$ cat config.mk
export PLATFORM = sky130hd
export DESIGN_NAME = adder_stage2_arbiter
export DESIGN_NICKNAME = d
export VERILOG_FILES = /design/src/rtl/conv_stage2_pkg.sv /design/src/rtl/adder3_sat.sv /design/src/rtl/adder_stage2_arbiter.sv
export SDC_FILE = /design/constraint.sdc
export NUM_CORES = 1
export LEC_CHECK = 0
export ABC_AREA = 1
export BUFFER_PORTS_ARGS = -buffer_cell sky130_fd_sc_hd__buf_2
export CORE_MARGIN = 4
export CORE_UTILIZATION = 35
export CTS_CLUSTER_DIAMETER = 40
export DETAILED_ROUTE_END_ITERATION = 8
export PLACE_DENSITY = 0.67
export SLEW_MARGIN = 30
export SYNTH_ARGS = -nofsm -noshare
export SYNTH_HDL_FRONTEND = slang
export SYNTH_SLANG_ARGS = --single-unit
$ cat constraint.sdc
create_clock -name clk -period 3.9 [get_ports clk]
set_input_delay 0.195 -clock clk [delete_from_list [all_inputs] [get_ports clk]]
set_output_delay 0.195 -clock clk [all_outputs]
set_load 0.005 [all_outputs]
$ cat src/rtl/conv_stage2_pkg.sv
// Shared configuration for the stage-2 adder arbiter: default widths and
// the helper that sizes requester-index fields.
package conv_stage2_pkg;

    localparam int DW_DEFAULT    = 16;
    localparam int N_REQ_DEFAULT = 4;

    // Width of an index able to name n requesters; never narrower than one bit.
    function automatic int id_width(input int n);
        return (n > 1) ? $clog2(n) : 1;
    endfunction

endpackage

$ cat src/rtl/adder3_sat.sv
// Combinational 3-operand signed adder. The result is DW+2 bits wide, which
// holds the exact sum of three DW-bit operands. Build option
// ADDER_STAGE2_SAT_EN clamps the sum to the DW-bit signed range. The clamped
// value is then sign-extended back to DW+2 bits.
module adder3_sat #(
    parameter int DW = 16
) (
    input  logic signed [DW-1:0] op1,
    input  logic signed [DW-1:0] op2,
    input  logic signed [DW-1:0] op3,
    output logic signed [DW+1:0] sum
);

    logic signed [DW+1:0] exact;

    // Two guard bits make the sum exact: |3 * -2^(DW-1)| < 2^(DW+1).
    assign exact = {{2{op1[DW-1]}}, op1} + {{2{op2[DW-1]}}, op2} + {{2{op3[DW-1]}}, op3};

`ifdef ADDER_STAGE2_SAT_EN
    localparam logic signed [DW+1:0] SAT_MAX = {3'b000, {(DW-1){1'b1}}};
    localparam logic signed [DW+1:0] SAT_MIN = {3'b111, {(DW-1){1'b0}}};

    // Clamp the exact sum into the DW-bit signed range.
    always_comb begin
        if (exact > SAT_MAX) begin
            sum = SAT_MAX;
        end else if (exact < SAT_MIN) begin
            sum = SAT_MIN;
        end else begin
            sum = exact;
        end
    end
`else
    assign sum = exact;
`endif

endmodule

$ cat src/rtl/adder_stage2_arbiter.sv
// Round-robin arbiter in front of one shared, registered 3-input signed
// adder. Up to N_REQ requesters each offer an {op3,op2,op1} triple. One
// requester is granted per cycle, and only while the output slot is free.
// The registered sum is tagged with the index of the requester that owns it.
// Build option ADDER_STAGE2_SAT_EN saturates the sum inside adder3_sat.
module adder_stage2_arbiter
    import conv_stage2_pkg::*;
#(
    parameter int N_REQ = N_REQ_DEFAULT,
    parameter int DW    = DW_DEFAULT
) (
    input  logic                       clk,
    input  logic                       rst_n,
    input  logic [N_REQ-1:0]           req_valid,
    input  logic [N_REQ*3*DW-1:0]      req_data,
    output logic [N_REQ-1:0]           req_ready,
    output logic                       out_valid,
    output logic [DW+1:0]              out_data,
    output logic [id_width(N_REQ)-1:0] out_id,
    input  logic                       out_ready
);

    localparam int IDW = id_width(N_REQ);

    logic [IDW-1:0]       ptr;
    logic [IDW-1:0]       grant_idx;
    logic [IDW-1:0]       idx;
    logic                 grant_found;
    logic                 slot_free;
    logic                 transfer;
    logic [3*DW-1:0]      sel_data;
    logic signed [DW+1:0] sum;

    // A result can be loaded when the register is empty or is draining this cycle.
    assign slot_free = !out_valid || out_ready;

    // Round-robin search: the first valid requester at or after ptr wins.
    always_comb begin
        // NOTE: every variable gets a default before the loop, so no path through the block infers a latch.
        grant_found = 1'b0;
        grant_idx   = '0;
        idx         = '0;
        for (int k = 0; k < N_REQ; k++) begin
            idx = IDW'((int'(ptr) + k) % N_REQ);
            if (!grant_found && req_valid[idx]) begin
                grant_found = 1'b1;
                grant_idx   = idx;
            end
        end
    end

    // Grant strobe: one-hot and only while the slot is free. It is held low during reset.
    always_comb begin
        req_ready = '0;
        if (rst_n && slot_free && grant_found) begin
            req_ready[grant_idx] = 1'b1;
        end
    end

    assign transfer = |req_ready;
    assign sel_data = req_data[int'(grant_idx)*3*DW +: 3*DW];

    adder3_sat #(
        .DW (DW)
    ) u_adder3_sat (
        .op1 (sel_data[DW-1:0]),
        .op2 (sel_data[2*DW-1:DW]),
        .op3 (sel_data[3*DW-1:2*DW]),
        .sum (sum)
    );

    // Output register and pointer: load on transfer, clear valid on a bare drain.
    always_ff @(posedge clk or negedge rst_n) begin
        if (!rst_n) begin
            out_valid <= 1'b0;
            out_data  <= '0;
            out_id    <= '0;
            ptr       <= '0;
        end else begin
            // NOTE: non-blocking assignments so every register here samples pre-edge values.
            if (transfer) begin
                out_valid <= 1'b1;
                out_data  <= sum;
                out_id    <= grant_idx;
                ptr       <= (int'(grant_idx) == N_REQ - 1) ? '0 : grant_idx + 1'b1;
            end else if (out_ready) begin
                out_valid <= 1'b0;
            end
        end
    end

endmodule
* Word level (Yosys, flattened, before mapping)
Cells that the tools add are included.
** Cells by class
- Add/sub/neg operators :: 6
- Multiply operators :: 1
- Div/mod/pow operators :: 0
- Order comparisons :: 6
- Equal/unequal tests :: 1
- Shift-type cells :: 1
- Muxes and demuxes :: 22
- Bitwise operators :: 0
- Reduce and logical (&&, ||, !) cells :: 13
** Operator list (count)
- $shiftx A192 B9 Y48 :: 1
- $add A18 B18 Y18 :: 1
- $add A16 B16 Y17 :: 1
- $lt A2 B3 Y1 const B :: 5
- $mux W1 :: 11
- $mux W2 :: 5
- $bmux W1 S2 :: 4
- $logic_and A1 B1 Y1 :: 6
- $add A2 B1 Y2 const B :: 2
- $add A2 B2 Y2 const B :: 2
- $logic_not A1 Y1 :: 4
- $mul A2 B2 Y4 const B :: 1
- $mux W4 :: 1
- $reduce_or A4 Y1 :: 1
- $demux W1 S2 :: 1
- $eq A2 B1 Y1 const B :: 1
- $ge A2 B1 Y1 const B :: 1
- $reduce_bool A2 Y1 :: 1
- $logic_or A1 B1 Y1 :: 1
** Storage, ports and cells
- Register bits after elaboration :: 23
- Bits in latches :: 0
- Bits in writable memories :: 0
- ROM bits :: 0
- Output and inout port bits :: 25
- Word-level logic and storage cells :: 54
- Memories kept :: 0

* Longest topological paths before layout
Gate-level depths: netlist (run 1).
- Depth in word-level cells :: 19
- Mapped depth :: 34

* Cells and area by module
Synthesis (run 1) repeated with hierarchy kept, for this count alone.
** Second synthesis, totals
- Cells, all modules :: 766
- Area total of the unflattened synthesis :: 4456.8 µm²
** By module, submodules not included
- adder_stage2_arbiter :: instances 1, cells each 550, area an instance 3085.5 µm²
- adder3_sat :: instances 1, cells each 216, area an instance 1371.3 µm²

* Worst setup path before layout (run 1)
Ideal clock, no wire load.
- Path type :: register -> register
- From :: register ptr[0]
- To :: register out_data[17]
- Setup time :: 0.117 ns
- Arrival time :: 3.932 ns
- Slack :: -0.149 ns
- Cell stages (with the launch flop) :: 33
- Clock period less this slack :: 4.049 ns
- Cell sequence :: dfrtp_1 buf_4 nand2_1 nand2_1 nand2_1 inv_2 nor2_1 nand3_4 nand3_2 buf_4 buf_6 nand2_1 nand3_1 nand2_1 ha_1 a21oi_1 nand2_1 a21oi_1 inv_1 a21o_1 nand2_1 nand2_1 nand2_1 nand2_1 ha_1 nand2_1 nor2_1 and2_1 nand4_1 nand4_1 nand2_1 nand2_1 nand2_1
** Between the ends
- Longest elaborated chain between the ends :: 18
- Elaborated cells between the ends (all ways) :: 37
** RTL lines
- from (decl) :: RTL line adder_stage2_arbiter.sv:25 : logic [IDW-1:0] ptr;
- from (signal assigned) :: RTL line adder_stage2_arbiter.sv:85 : ptr <= (int'(grant_idx) == N_REQ - 1) ? '0 : grant_idx + 1'b1;
- parallel branches: the longest is 18 deep, another holds $mul A2 B2 Y4
- to (signal assigned) :: RTL line adder_stage2_arbiter.sv:83 : out_data <= sum;
- to (decl) :: RTL line adder_stage2_arbiter.sv:18 : output logic [DW+1:0] out_data,
Several ways; the timed one is not identified. The select of a mux whose other input is x is not followed.
A chain may end at the register's enable or synchronous reset.

* Final worst setup path (run 1)
- From :: register ptr[0]
- To :: register out_data[12]
The elaborated chain is that of the path after synthesis.

==> Flow_metrics.wiki, run 1 <==
{| class="wikitable"
! Metric !! Value
|-
| Result of the run || complete, but fails checks
|-
| Violated checks || negative setup slack
|-
| Via total after detailed routing || 7776
|-
| Master of the slowest instance on the critical path || sky130_fd_sc_hd__dfrtp_2
|-
| Cell type with the largest total area after synthesis || sky130_fd_sc_hd__nand2_1
|-
| Unrepaired setup endpoints after global routing || yes
|-
| Number of global-route vias before repair || 7489
|-
| Area of the core region || 15300 um2
|-
| CTS Root Cell || sky130_fd_sc_hd__clkbuf_16
|-
| Final-report setup violation count || 12
|-
| Clock tree sinks || 23
|-
| Multiplexer share of the synthesized area || 0%
|-
| Area share of the leading cell type in the synthesized netlist || 20.4%
|-
| Fraction of the mapped netlist area in adder cells || 9.18%
|-
| Final worst setup slack || -0.422 ns
|-
| Slew of the pin with the lowest slew margin || 0.700 ns
|-
| Average size of a mapped cell || 5.34 um2
|-
| Most frequent standard cell in the layout excluding fill and tap cells || sky130_fd_sc_hd__nand2_1
|-
| Number of stages on the worst hold path || 2
|-
| Worst relative slew slack || 53.2%
|-
| Placed instance area || 7660 um2
|-
| Detailed placer's ending HPWL || 17.7 mm
|-
| Element type at the critical path end || register
|-
| Final design instance area without fill || 8980 um2
|-
| Starting DRC count in detailed routing || 553
|-
| Number of library cell types mapped by synthesis || 32
|-
| Ratio of cells with drive above 1 in the final layout || 40.0%
|-
| Arrival time reported for the critical path endpoint || 4.47 ns
|-
| Post-route clock skew || 0.00245 ns
|-
| IO Pins || 224
|-
| Reg-to-Reg Start || ptr[0]
|-
| Pre-CTS WS || -0.486 ns
|-
| Clock period minus final worst setup slack || 4.32 ns
|-
| Initial Util || 35.9%
|-
| Routability Congestion || 0.964
|-
| Sum of overflow across all layers after global routing || 0
|-
| Routed length per placed instance || 14.8 um
|-
| F_max || 0.231 GHz
|-
| Flip-flop and latch area || 577 um2
|-
| Latest clock arrival within the worst-skew pair || 0.26 ns
|-
| Nets || 1592
|-
| Total Die Area || 17700 um2
|-
| TritonCTS clock tree || built
|-
| Worst Hold Class || input port to register
|-
| Worst Path Class, Setup || register to register
|-
| Max cap viols || 0
|-
| Critical Path Source Type || register
|-
| Minimum setup slack among reg-to-reg paths || -0.42 ns
|-
| Count of final hold-check violations || 0
|-
| Largest driver fanout on the critical path || 7
|-
| Detailed-router iteration count before antenna repair || 7
|-
| Maximum buffer depth of the clock tree || 2
|-
| Commonest cells after routing, fill and taps aside || sky130_fd_sc_hd__nand2_1, sky130_fd_sc_hd__inv_1, sky130_fd_sc_hd__buf_2, sky130_fd_sc_hd__nand3_1, sky130_fd_sc_hd__buf_4
|-
| Number of antenna violations at the first check in global routing || 2
|-
| Synth warnings || 0
|-
| Area occupied by multi-input gates || 4590 um2
|-
| Wire length of the first global-routing pass || 35.6 mm
|-
| Global routing usage summed across all routing layers || 23.9%
|-
| Port Buffer Count || 223
|-
| Number of cells on the worst reg-to-reg path || 28
|-
| Final-report max-slew violation count || 0
|-
| Maximum number of pins on one net before global-route repair || 37
|-
| Worst Hold Endpoint || out_valid
|-
| R2r endpoint || out_data[12]
|-
| Aggregate negative setup slack || -3.16 ns
|-
| Syn_nets || 1264
|-
| Die H || 133 um
|-
| Largest incremental delay on the critical path || 0.46 ns
|-
| Final routed DRC violation total || 0
|-
| Antenna-violating nets left || 0
|-
| Chip width || 133 um
|-
| Flops & latches, synth || 23
|-
| CTS H-Tree Depth || 1
|-
| Complex-gate fraction of the synthesized area || 7.36%
|-
| Top area cells in the synthesized netlist || sky130_fd_sc_hd__nand2_1, sky130_fd_sc_hd__inv_1, sky130_fd_sc_hd__nand3_1
|-
| Main combinational cell family by area after synthesis || simple AND/OR/NAND/NOR gates
|-
| Number of instances in the synthesized netlist || 1026
|-
| Most Frequent Cell on Critical Path || sky130_fd_sc_hd__nand2_1
|-
| Cts bufs inserted || 3
|-
| Share of the synthesized netlist area taken by xor and xnor gates || 3.68%
|-
| Worst-path clk slew || 0.06 ns
|-
| Post-route clock period utilization || 111%
|-
| Share of the yosys chip area belonging to registers || 10.5%
|-
| Post-synth design cell area || 5480 um2
|-
| Required time at the endpoint of the critical path || 4.05 ns
|-
| Via-per-instance ratio || 4.97
|-
| Standard-cell rows || 45
|-
| Final WL || 23.2 mm
|-
| Relative area change from synthesis to final layout || 64.1%
|-
| Filler cells || 1516
|-
| Hold path start || out_ready
|-
| Simple-gate portion of the synthesized area || 48.2%
|-
| Core occupancy in the finished layout || 58.9%
|}
## area by class of cell
type	count	share of cell area [%]
multi-input cells	713	51.1
repair buffers	379	28.8
inverters	234	9.83
flip-flops and latches	23	6.42
well taps	211	2.94
clock buffers	3	0.836
clock inverters	1	0.0557
diodes	2	0.0557
## metrics by stage
| stage | std cells | hold WS, ns |
|---|---|---|
| floorplan | 1026 | -0.101 |
| finish | 1566 | 0.140 |
| detailed placement | 1524 | 0.208 |
| global placement | 1524 | 0.199 |
| CTS | 1552 | 0.138 |
| global route | 1566 | 0.155 |
## registers in the layout, indices dropped and copies added (netlist names)
| name | flops |
|---|---|
| ptr | 2 |
| out_data | 18 |
| out_id | 2 |
| out_valid | 1 |
## critical path: cells and delay by family, from the launching register on
| family | cells | cell delay [ns] |
|---|---|---|
| AND/OR/NAND/NOR | 14 | 1.30 |
| buffers and inverters | 6 | 0.90 |
| AO/OA/AOI/OAI | 5 | 0.79 |
| adder cells (fa/ha/maj) | 2 | 0.58 |
| flip-flops | 1 | 0.46 |
| XOR/XNOR | 1 | 0.17 |
## timing repair
item                                    in CTS  in global routing
pin swaps                                   47                 64
cloned                                       2                  2
gates resized for setup                    100                109
hold buffers                                 1                  0
endpoints found under the setup margin      13                 15
endpoints found under the hold margin       23                  0
buffers inserted                            21                 10
## cells in the mapped netlist
cell	n
sky130_fd_sc_hd__nand3_1	147
sky130_fd_sc_hd__a21oi_1	39
sky130_fd_sc_hd__o21a_1	1
sky130_fd_sc_hd__xnor2_1	5
sky130_fd_sc_hd__nor2_4	1
sky130_fd_sc_hd__and2_1	1
sky130_fd_sc_hd__buf_6	1
sky130_fd_sc_hd__o211ai_1	1
sky130_fd_sc_hd__inv_1	230
sky130_fd_sc_hd__clkbuf_1	13
sky130_fd_sc_hd__nand4_1	99
sky130_fd_sc_hd__o21ai_0	19
sky130_fd_sc_hd__o211ai_2	2
sky130_fd_sc_hd__buf_4	3
sky130_fd_sc_hd__nand3_4	1
sky130_fd_sc_hd__a21o_1	5
sky130_fd_sc_hd__buf_2	35
sky130_fd_sc_hd__fa_1	2
sky130_fd_sc_hd__xor2_1	18
sky130_fd_sc_hd__nand3b_1	1
sky130_fd_sc_hd__nor2_1	27
sky130_fd_sc_hd__o21bai_1	2
sky130_fd_sc_hd__dfrtp_1	23
sky130_fd_sc_hd__o31ai_1	1
sky130_fd_sc_hd__nor3_1	1
sky130_fd_sc_hd__nand3_2	1
sky130_fd_sc_hd__nand2_1	298
sky130_fd_sc_hd__a31oi_1	2
sky130_fd_sc_hd__buf_1	5
sky130_fd_sc_hd__ha_1	37
sky130_fd_sc_hd__nand2_2	1
sky130_fd_sc_hd__inv_2	4
## cell families after synthesis
kind of cell    Yosys count
compound gates           72
xor+xnor                 23
fa+ha+maj                39
buf+inv                 291
flops                    23
simple gates            578
## worst max path at each step
stage | start | endpoint | slack (ns) | cells after the start
floorplan | ptr[0] | out_data[17] | 0.02 | 28
global placement | ptr[1] | out_data[13] | -0.51 | 27
detailed placement | ptr[0] | out_data[13] | -0.49 | 27
CTS | ptr[0] | out_data[13] | -0.36 | 29
global route | ptr[0] | out_data[17] | -0.67 | 33
finish | ptr[0] | out_data[12] | -0.42 | 28
## routing by layer
layer  global-route usage, %  up-vias  share of wire (%)  wire length, um
met5                       0        -                  0                0
met4                    8.29        0                3.1              722
met3                    3.97       53                7.2             1680
met2                    41.2      352                 48            11200
met1                    30.1     3448                 41             9590
li1                        -     3923                  -                -
Power of run 1 is left out: the tool's default activity adds up to more than one toggle a clock period on the data nets, which glitch-free logic cannot reach.
==> inputs of run 2 (changes only) <==
PLACE_DENSITY = 0.69   (was 0.67)
SYNTH_HIERARCHICAL = 1   (was unset)
==> Flow_metrics.wiki, run 2 <==
{| class="wikitable"
! Metric !! Value
|-
| Final design instance area without fill || 6320 um2 (was 8980 um2)
|-
| Minimum setup slack among reg-to-reg paths || 0.14 ns (was -0.42 ns)
|-
| Worst relative slew slack || 66.1% (was 53.2%)
|-
| Clock period minus final worst setup slack || 3.76 ns (was 4.32 ns)
|-
| Post-synth design cell area || 4460 um2 (was 5480 um2)
|-
| Area occupied by multi-input gates || 3420 um2 (was 4590 um2)
|-
| Final-report max-slew violation count || 0 (unchanged)
|-
| Cell type with the largest total area after synthesis || sky130_fd_sc_hd__nand2_1 (unchanged)
|-
| CTS H-Tree Depth || 1 (unchanged)
|-
| Number of antenna violations at the first check in global routing || 1 (was 2)
|-
| Worst Path Class, Setup || register to register (unchanged)
|-
| Post-route clock skew || 0.00408 ns (was 0.00245 ns)
|-
| Post-synth top cells || sky130_fd_sc_hd__nand2_1, sky130_fd_sc_hd__nand3_1, sky130_fd_sc_hd__inv_1 (was sky130_fd_sc_hd__nand2_1, sky130_fd_sc_hd__inv_1, sky130_fd_sc_hd__nand3_1)
|-
| CTS Root Cell || sky130_fd_sc_hd__clkbuf_16 (unchanged)
|-
| Final WL || 17.2 mm (was 23.2 mm)
|-
| Top_reg_cell synth || sky130_fd_sc_hd__dfrtp_1 (unchanged)
|-
| Maximum buffer depth of the clock tree || 2 (unchanged)
|-
| Worst-path clk slew || 0.06 ns (about the same)
|-
| Chip width || 121 um (was 133 um)
|-
| Sum of overflow across all layers after global routing || 0 (unchanged)
|-
| Routed length per placed instance || 14.8 um (about the same)
|-
| F_max || 0.266 GHz (was 0.231 GHz)
|-
| Area share of the leading cell type in the synthesized netlist || 25.8% (was 20.4%)
|-
| Synth warnings || 6 (was 0)
|-
| Cts bufs inserted || 3 (unchanged)
|-
| Worst Hold Class || input port to register (unchanged)
|-
| Number of library cell types mapped by synthesis || 32 (unchanged)
|-
| Flip-flop and latch area || 578 um2 (was 577 um2)
|-
| Latest clock arrival within the worst-skew pair || 0.25 ns (was 0.26 ns)
|-
| Average size of a mapped cell || 5.82 um2 (was 5.34 um2)
|-
| Detailed-router iteration count before antenna repair || 5 (was 7)
|-
| Total Die Area || 14600 um2 (was 17700 um2)
|-
| Routability Congestion || 0.890 (was 0.964)
|-
| Post-route clock period utilization || 96.3% (was 111%)
|-
| Unrepaired setup endpoints after global routing || yes (unchanged)
|-
| Count of final hold-check violations || 0 (unchanged)
|-
| Final routed DRC violation total || 0 (unchanged)
|-
| Final worst setup slack || 0.145 ns (was -0.422 ns)
|-
| Flops & latches, synth || 23 (unchanged)
|-
| Largest register by flop count || out_data (unchanged)
|-
| Largest driver fanout on the critical path || 36 (was 7)
|-
| EDFF count, synth || 0 (unchanged)
|-
| Element type at the critical path end || register (unchanged)
|-
| Via-per-instance ratio || 4.92 (was 4.97)
|-
| Most frequently used cell type in the post-synthesis netlist || sky130_fd_sc_hd__nand2_1 (unchanged)
|-
| Max cap viols || 0 (unchanged)
|-
| Starting DRC count in detailed routing || 418 (was 553)
|-
| Ratio of cells with drive above 1 in the final layout || 35.1% (was 40.0%)
|-
| IO Pins || 224 (unchanged)
|-
| Final-report setup violation count || 0 (was 12)
|-
| Port Buffer Count || 223 (unchanged)
|-
| TritonCTS clock tree || built (unchanged)
|-
| Slew of the pin with the lowest slew margin || 0.509 ns (was 0.700 ns)
|-
| Most frequent standard cell in the layout excluding fill and tap cells || sky130_fd_sc_hd__nand2_1 (unchanged)
|-
| Top area cells in the synthesized netlist || sky130_fd_sc_hd__nand2_1, sky130_fd_sc_hd__dfrtp_1, sky130_fd_sc_hd__nand3_1 (was sky130_fd_sc_hd__nand2_1, sky130_fd_sc_hd__inv_1, sky130_fd_sc_hd__nand3_1)
|-
| Filler cells || 1276 (was 1516)
|-
| Commonest cells after routing, fill and taps aside || sky130_fd_sc_hd__nand2_1, sky130_fd_sc_hd__buf_2, sky130_fd_sc_hd__nand3_1, sky130_fd_sc_hd__inv_1, sky130_fd_sc_hd__nand3b_1 (was sky130_fd_sc_hd__nand2_1, sky130_fd_sc_hd__inv_1, sky130_fd_sc_hd__buf_2, sky130_fd_sc_hd__nand3_1, sky130_fd_sc_hd__buf_4)
|-
| Relative area change from synthesis to final layout || 41.7% (was 64.1%)
|-
| Standard-cell rows || 40 (was 45)
|-
| Largest register FFs || 18 (unchanged)
|-
| Antenna-violating nets left || 0 (unchanged)
|-
| Critical Path Source Type || register (unchanged)
|-
| Syn_nets || 999 (was 1264)
|-
| Biggest regs || out_data x18, out_id x2, ptr x2 (unchanged)
|-
| Pre-CTS WS || 0.0386 ns (was -0.486 ns)
|-
| Via total after detailed routing || 5740 (was 7776)
|-
| Area of the core region || 12300 um2 (was 15300 um2)
|-
| Maximum number of pins on one net before global-route repair || 50 (was 37)
|-
| Initial Util || 36.3% (was 35.9%)
|-
| Result of the run || finished clean (was complete, but fails checks)
|-
| Arrival time reported for the critical path endpoint || 3.90 ns (was 4.47 ns)
|-
| Required time at the endpoint of the critical path || 4.04 ns (was 4.05 ns)
|-
| Number of instances in the synthesized netlist || 766 (was 1026)
|-
| Share of the yosys chip area belonging to registers || 12.9% (was 10.5%)
|-
| Wire length of the first global-routing pass || 25.5 mm (was 35.6 mm)
|-
| Synth async-reset ratio || 100% (unchanged)
|-
| Die H || 121 um (was 133 um)
|-
| Nets || 1232 (was 1592)
|-
| Detailed placer's ending HPWL || 13.7 mm (was 17.7 mm)
|-
| Number of global-route vias before repair || 5391 (was 7489)
|-
| Clock tree sinks || 23 (unchanged)
|-
| Placed instance area || 5880 um2 (was 7660 um2)
|-
| Global routing usage summed across all routing layers || 21.3% (was 23.9%)
|}
-- run 2: final cells by class --
| type | count | area share, % |
|---|---|---|
| Multi-Input combinational cell | 592 | 54.1 |
| Timing Repair Buffer | 266 | 25.2 |
| Antenna cell | 1 | 0.0396 |
| Clock buffer | 3 | 1.19 |
| Inverter | 113 | 6.87 |
| Tap cell | 168 | 3.33 |
| Sequential cell | 23 | 9.15 |
| Clock inverter | 1 | 0.119 |
-- run 2: routing by layer --
metal / global-route usage [%] / wire, um
met1: 25.8 / 7000
met2: 38.8 / 8320
met3: 3.09 / 1370
met4: 5.95 / 539
met5: 0 / 0
-- run 2: cells by family (layout without fill, tap and decap cells) --
kind of cell	after synthesis	after routing	share of synthesized area, %
AOI/OAI and AO/OA	13	13	1.80
DFF	23	23	12.9
and+or+nand+nor	538	538	57.1
buffers and inverters	151	383	14.4
xor gates and xnor gates	7	7	1.38
adders and majority gates	34	34	12.4
other	0	1	0
-- run 2: critical path, cell delays in order (launching register included) --
cell and delay [ns]:
sky130_fd_sc_hd__dfrtp_2 0.45, sky130_fd_sc_hd__buf_4 0.17, sky130_fd_sc_hd__nand2_1 0.06, sky130_fd_sc_hd__nand2_1 0.06, sky130_fd_sc_hd__nand2_1 0.10, sky130_fd_sc_hd__nand2_2 0.09
sky130_fd_sc_hd__nor2_4 0.12, sky130_fd_sc_hd__nand3_1 0.09, sky130_fd_sc_hd__nand2_2 0.18, sky130_fd_sc_hd__nand2_8 0.11, sky130_fd_sc_hd__nor2_4 0.17, sky130_fd_sc_hd__buf_12 0.21
sky130_fd_sc_hd__nand2_1 0.10, sky130_fd_sc_hd__nand3_1 0.13, sky130_fd_sc_hd__fa_1 0.45, sky130_fd_sc_hd__ha_1 0.32, sky130_fd_sc_hd__or2_4 0.27, sky130_fd_sc_hd__nand3_1 0.10
sky130_fd_sc_hd__nand2_2 0.10, sky130_fd_sc_hd__nand2_2 0.08, sky130_fd_sc_hd__nand2_1 0.05, sky130_fd_sc_hd__nand2_1 0.05, sky130_fd_sc_hd__nand2_1 0.04, sky130_fd_sc_hd__nand2_1 0.06
sky130_fd_sc_hd__nand2_1 0.06
-- run 2: per-stage QoR --
step	hold WS (ns)	utilization, %	std cells	setup TNS (ns)
2_1_floorplan	-0.101	-	766	0
3_3_place_gp	0.194	48.0	1151	0
3_5_place_dp	0.197	48.0	1151	0
4_1_cts	0.228	48.7	1156	0
5_1_grt	0.263	51.5	1167	-0.337
6_report	0.233	51.5	1167	0
-- run 2: path summary, 6_finish.rpt --
check | cells past startpoint | end | start
setup / recovery | 24 | out_data[13] | ptr[0]
hold / removal | 4 | out_valid | out_ready
setup reg to reg | 24 | out_data[13] | ptr[0]
hold reg to reg | 2 | out_data[1] | out_data[1]
max in group asynchronous | 2 | ptr[1] | rst_n
min in group asynchronous | 2 | out_data[10] | rst_n
-- run 2: repair_timing --
action	CTS	global route
buffers inserted	0	6
resized for setup	0	47
endpoints found under the setup margin	0	12
hold buffers	1	0
hold endpoints to repair	23	0
Power of run 2 is left out for the same reason.
==> inputs of run 3 (changes only) <==
PLACE_DENSITY = 0.67   (was 0.69)
RECOVER_POWER = 100   (was unset)
SYNTH_HIERARCHICAL = unset   (was 1)
==> Flow_metrics.wiki, run 3 (synthesized netlist as in run 1, its figures left out) <==
{| class="wikitable"
! Metric !! Value
|-
| Routability Congestion || 0.964 (was 0.890)
|-
| CTS Root Cell || sky130_fd_sc_hd__clkbuf_16 (unchanged)
|-
| Total Die Area || 17700 um2 (was 14600 um2)
|-
| Final routed DRC violation total || 0 (unchanged)
|-
| CTS H-Tree Depth || 1 (unchanged)
|-
| Most frequent standard cell in the layout excluding fill and tap cells || sky130_fd_sc_hd__nand2_1 (unchanged)
|-
| Master of the slowest instance on the critical path || sky130_fd_sc_hd__dfrtp_2 (unchanged)
|-
| Largest register FFs || 18 (unchanged)
|-
| Element type at the critical path end || register (unchanged)
|-
| Initial Util || 35.9% (was 36.3%)
|-
| Number of placed instances with taps included || 1524 (was 1151)
|-
| Clock tree sinks || 23 (unchanged)
|-
| Detailed placer's ending HPWL || 17.7 mm (was 13.7 mm)
|-
| Ratio of cells with drive above 1 in the final layout || 38.9% (was 35.1%)
|-
| Sum of overflow across all layers after global routing || 0 (unchanged)
|-
| Most Frequent Cell on Critical Path || sky130_fd_sc_hd__nand2_1 (unchanged)
|-
| Number of global-route vias before repair || 7489 (was 5391)
|-
| Clock period minus final worst setup slack || 4.32 ns (was 3.76 ns)
|-
| Non-Filler Instances || 1567 (was 1167)
|-
| Critical Path Source Type || register (unchanged)
|-
| Biggest regs || out_data x18, out_id x2, ptr x2 (unchanged)
|-
| Final design instance area without fill || 8970 um2 (was 6320 um2)
|-
| Required time at the endpoint of the critical path || 4.05 ns (was 4.04 ns)
|-
| Unrepaired setup endpoints after global routing || yes (unchanged)
|-
| Worst-path clk slew || 0.06 ns (about the same)
|-
| Post-route clock skew || 0.00297 ns (was 0.00408 ns)
|-
| Antenna-violating nets left || 0 (unchanged)
|-
| Final-report max-slew violation count || 0 (unchanged)
|-
| Latest clock arrival within the worst-skew pair || 0.26 ns (was 0.25 ns)
|-
| Aggregate negative setup slack || -3.17 ns (was 0 ns)
|-
| Maximum buffer depth of the clock tree || 2 (unchanged)
|-
| Via-per-instance ratio || 4.95 (was 4.92)
|-
| Largest driver fanout on the critical path || 7 (was 36)
|-
| IO Pins || 224 (unchanged)
|-
| Relative area change from synthesis to final layout || 63.8% (was 41.7%)
|-
| Final WL || 23.2 mm (was 17.2 mm)
|-
| Slew of the pin with the lowest slew margin || 1.28 ns (was 0.509 ns)
|-
| Number of antenna violations at the first check in global routing || 2 (was 1)
|-
| Worst Hold Class || input port to register (unchanged)
|-
| Chip width || 133 um (was 121 um)
|-
| Hold path start || out_ready (unchanged)
|-
| Final worst setup slack || -0.422 ns (was 0.145 ns)
|-
| Die H || 133 um (was 121 um)
|-
| Wire length of the first global-routing pass || 35.6 mm (was 25.5 mm)
|-
| Count of final hold-check violations || 0 (unchanged)
|-
| Maximum number of pins on one net before global-route repair || 37 (was 50)
|-
| Max cap viols || 0 (unchanged)
|-
| Starting DRC count in detailed routing || 555 (was 418)
|-
| Largest register by flop count || out_data (unchanged)
|-
| Detailed-router iteration count before antenna repair || 5 (unchanged)
|-
| Worst Path Class, Setup || register to register (unchanged)
|-
| Standard-cell rows || 45 (was 40)
|-
| Global routing usage summed across all routing layers || 23.9% (was 21.3%)
|-
| Post-route clock period utilization || 111% (was 96.3%)
|-
| TritonCTS clock tree || built (unchanged)
|-
| Cts bufs inserted || 3 (unchanged)
|-
| Reg-to-Reg Start || ptr[0] (unchanged)
|-
| Final-layout worst hold slack || 0.140 ns (was 0.233 ns)
|-
| Worst relative slew slack || 14.5% (was 66.1%)
|-
| Violated checks || negative setup slack
|-
| Result of the run || complete, but fails checks (was finished clean)
|-
| Via total after detailed routing || 7749 (was 5740)
|-
| Worst setup path start || ptr[0] (unchanged)
|-
| Area of the core region || 15300 um2 (was 12300 um2)
|-
| Routed length per placed instance || 14.8 um (about the same)
|-
| Nets || 1592 (was 1232)
|-
| Commonest cells after routing, fill and taps aside || sky130_fd_sc_hd__nand2_1, sky130_fd_sc_hd__inv_1, sky130_fd_sc_hd__buf_2, sky130_fd_sc_hd__nand3_1, sky130_fd_sc_hd__buf_4 (was sky130_fd_sc_hd__nand2_1, sky130_fd_sc_hd__buf_2, sky130_fd_sc_hd__nand3_1, sky130_fd_sc_hd__inv_1, sky130_fd_sc_hd__nand3b_1)
|-
| Placed instance area || 7660 um2 (was 5880 um2)
|-
| Arrival time reported for the critical path endpoint || 4.47 ns (was 3.90 ns)
|-
| Final-report setup violation count || 12 (was 0)
|-
| F_max || 0.231 GHz (was 0.266 GHz)
|-
| Largest incremental delay on the critical path || 0.46 ns (was 0.45 ns)
|-
| Port Buffer Count || 223 (unchanged)
|}
## run 3: cell type report
| class | count | area (um2) |
|---|---|---|
| fill | 1512 | 6290 |
| tap | 211 | 264 |
| multi-input combinational | 713 | 4590 |
| timing repair buffer | 379 | 2570 |
| antenna | 3 | 7.51 |
| inverter | 234 | 883 |
| sequential | 23 | 577 |
| clock buffer | 3 | 75.1 |
| clock inverter | 1 | 5.00 |
## run 3: metrics by stage
step	worst slack, ns	utilization [%]
after floorplan	0.0169	-
after global placement	-0.515	50.2
after detailed placement	-0.486	50.2
after CTS	-0.360	55.0
after global routing	-0.669	58.8
final	-0.422	58.8
## run 3: per-layer routing
metal	routed length (um)	GRT usage, %	vias to the layer above
met5	0	0	-
met4	711	8.29	0
met3	1640	3.97	47
met2	11200	41.2	341
met1	9630	30.1	3438
li1	-	-	3923
## run 3: path summary, 6_finish.rpt
check | endpoint | slack, ns | cells past startpoint
setup / recovery | out_data[12] | -0.42 | 28
hold reg to reg | out_data[10] | 0.51 | 2
setup reg to reg | out_data[12] | -0.42 | 28
min in group asynchronous | out_id[1] | 0.74 | 2
max in group asynchronous | ptr[0] | 2.31 | 2
hold / removal | out_valid | 0.14 | 2
## run 3: critical path, delay by kind of cell, from the launching register on
family	cells	cell delay (ns)
adder cells (fa/ha/maj)	2	0.58
AO/OA/AOI/OAI	5	0.79
AND/OR/NAND/NOR	14	1.30
flip-flops	1	0.46
XOR/XNOR	1	0.17
buffers and inverters	6	0.90
## run 3: what timing repair did
item	CTS	global route
endpoints found under the hold margin	23	0
hold buffers	1	0
buffers inserted	21	10
pin swaps	47	64
gates cloned	2	2
endpoints found under the setup margin	13	15
resized for setup	100	109
Power of run 3 is left out for the same reason.
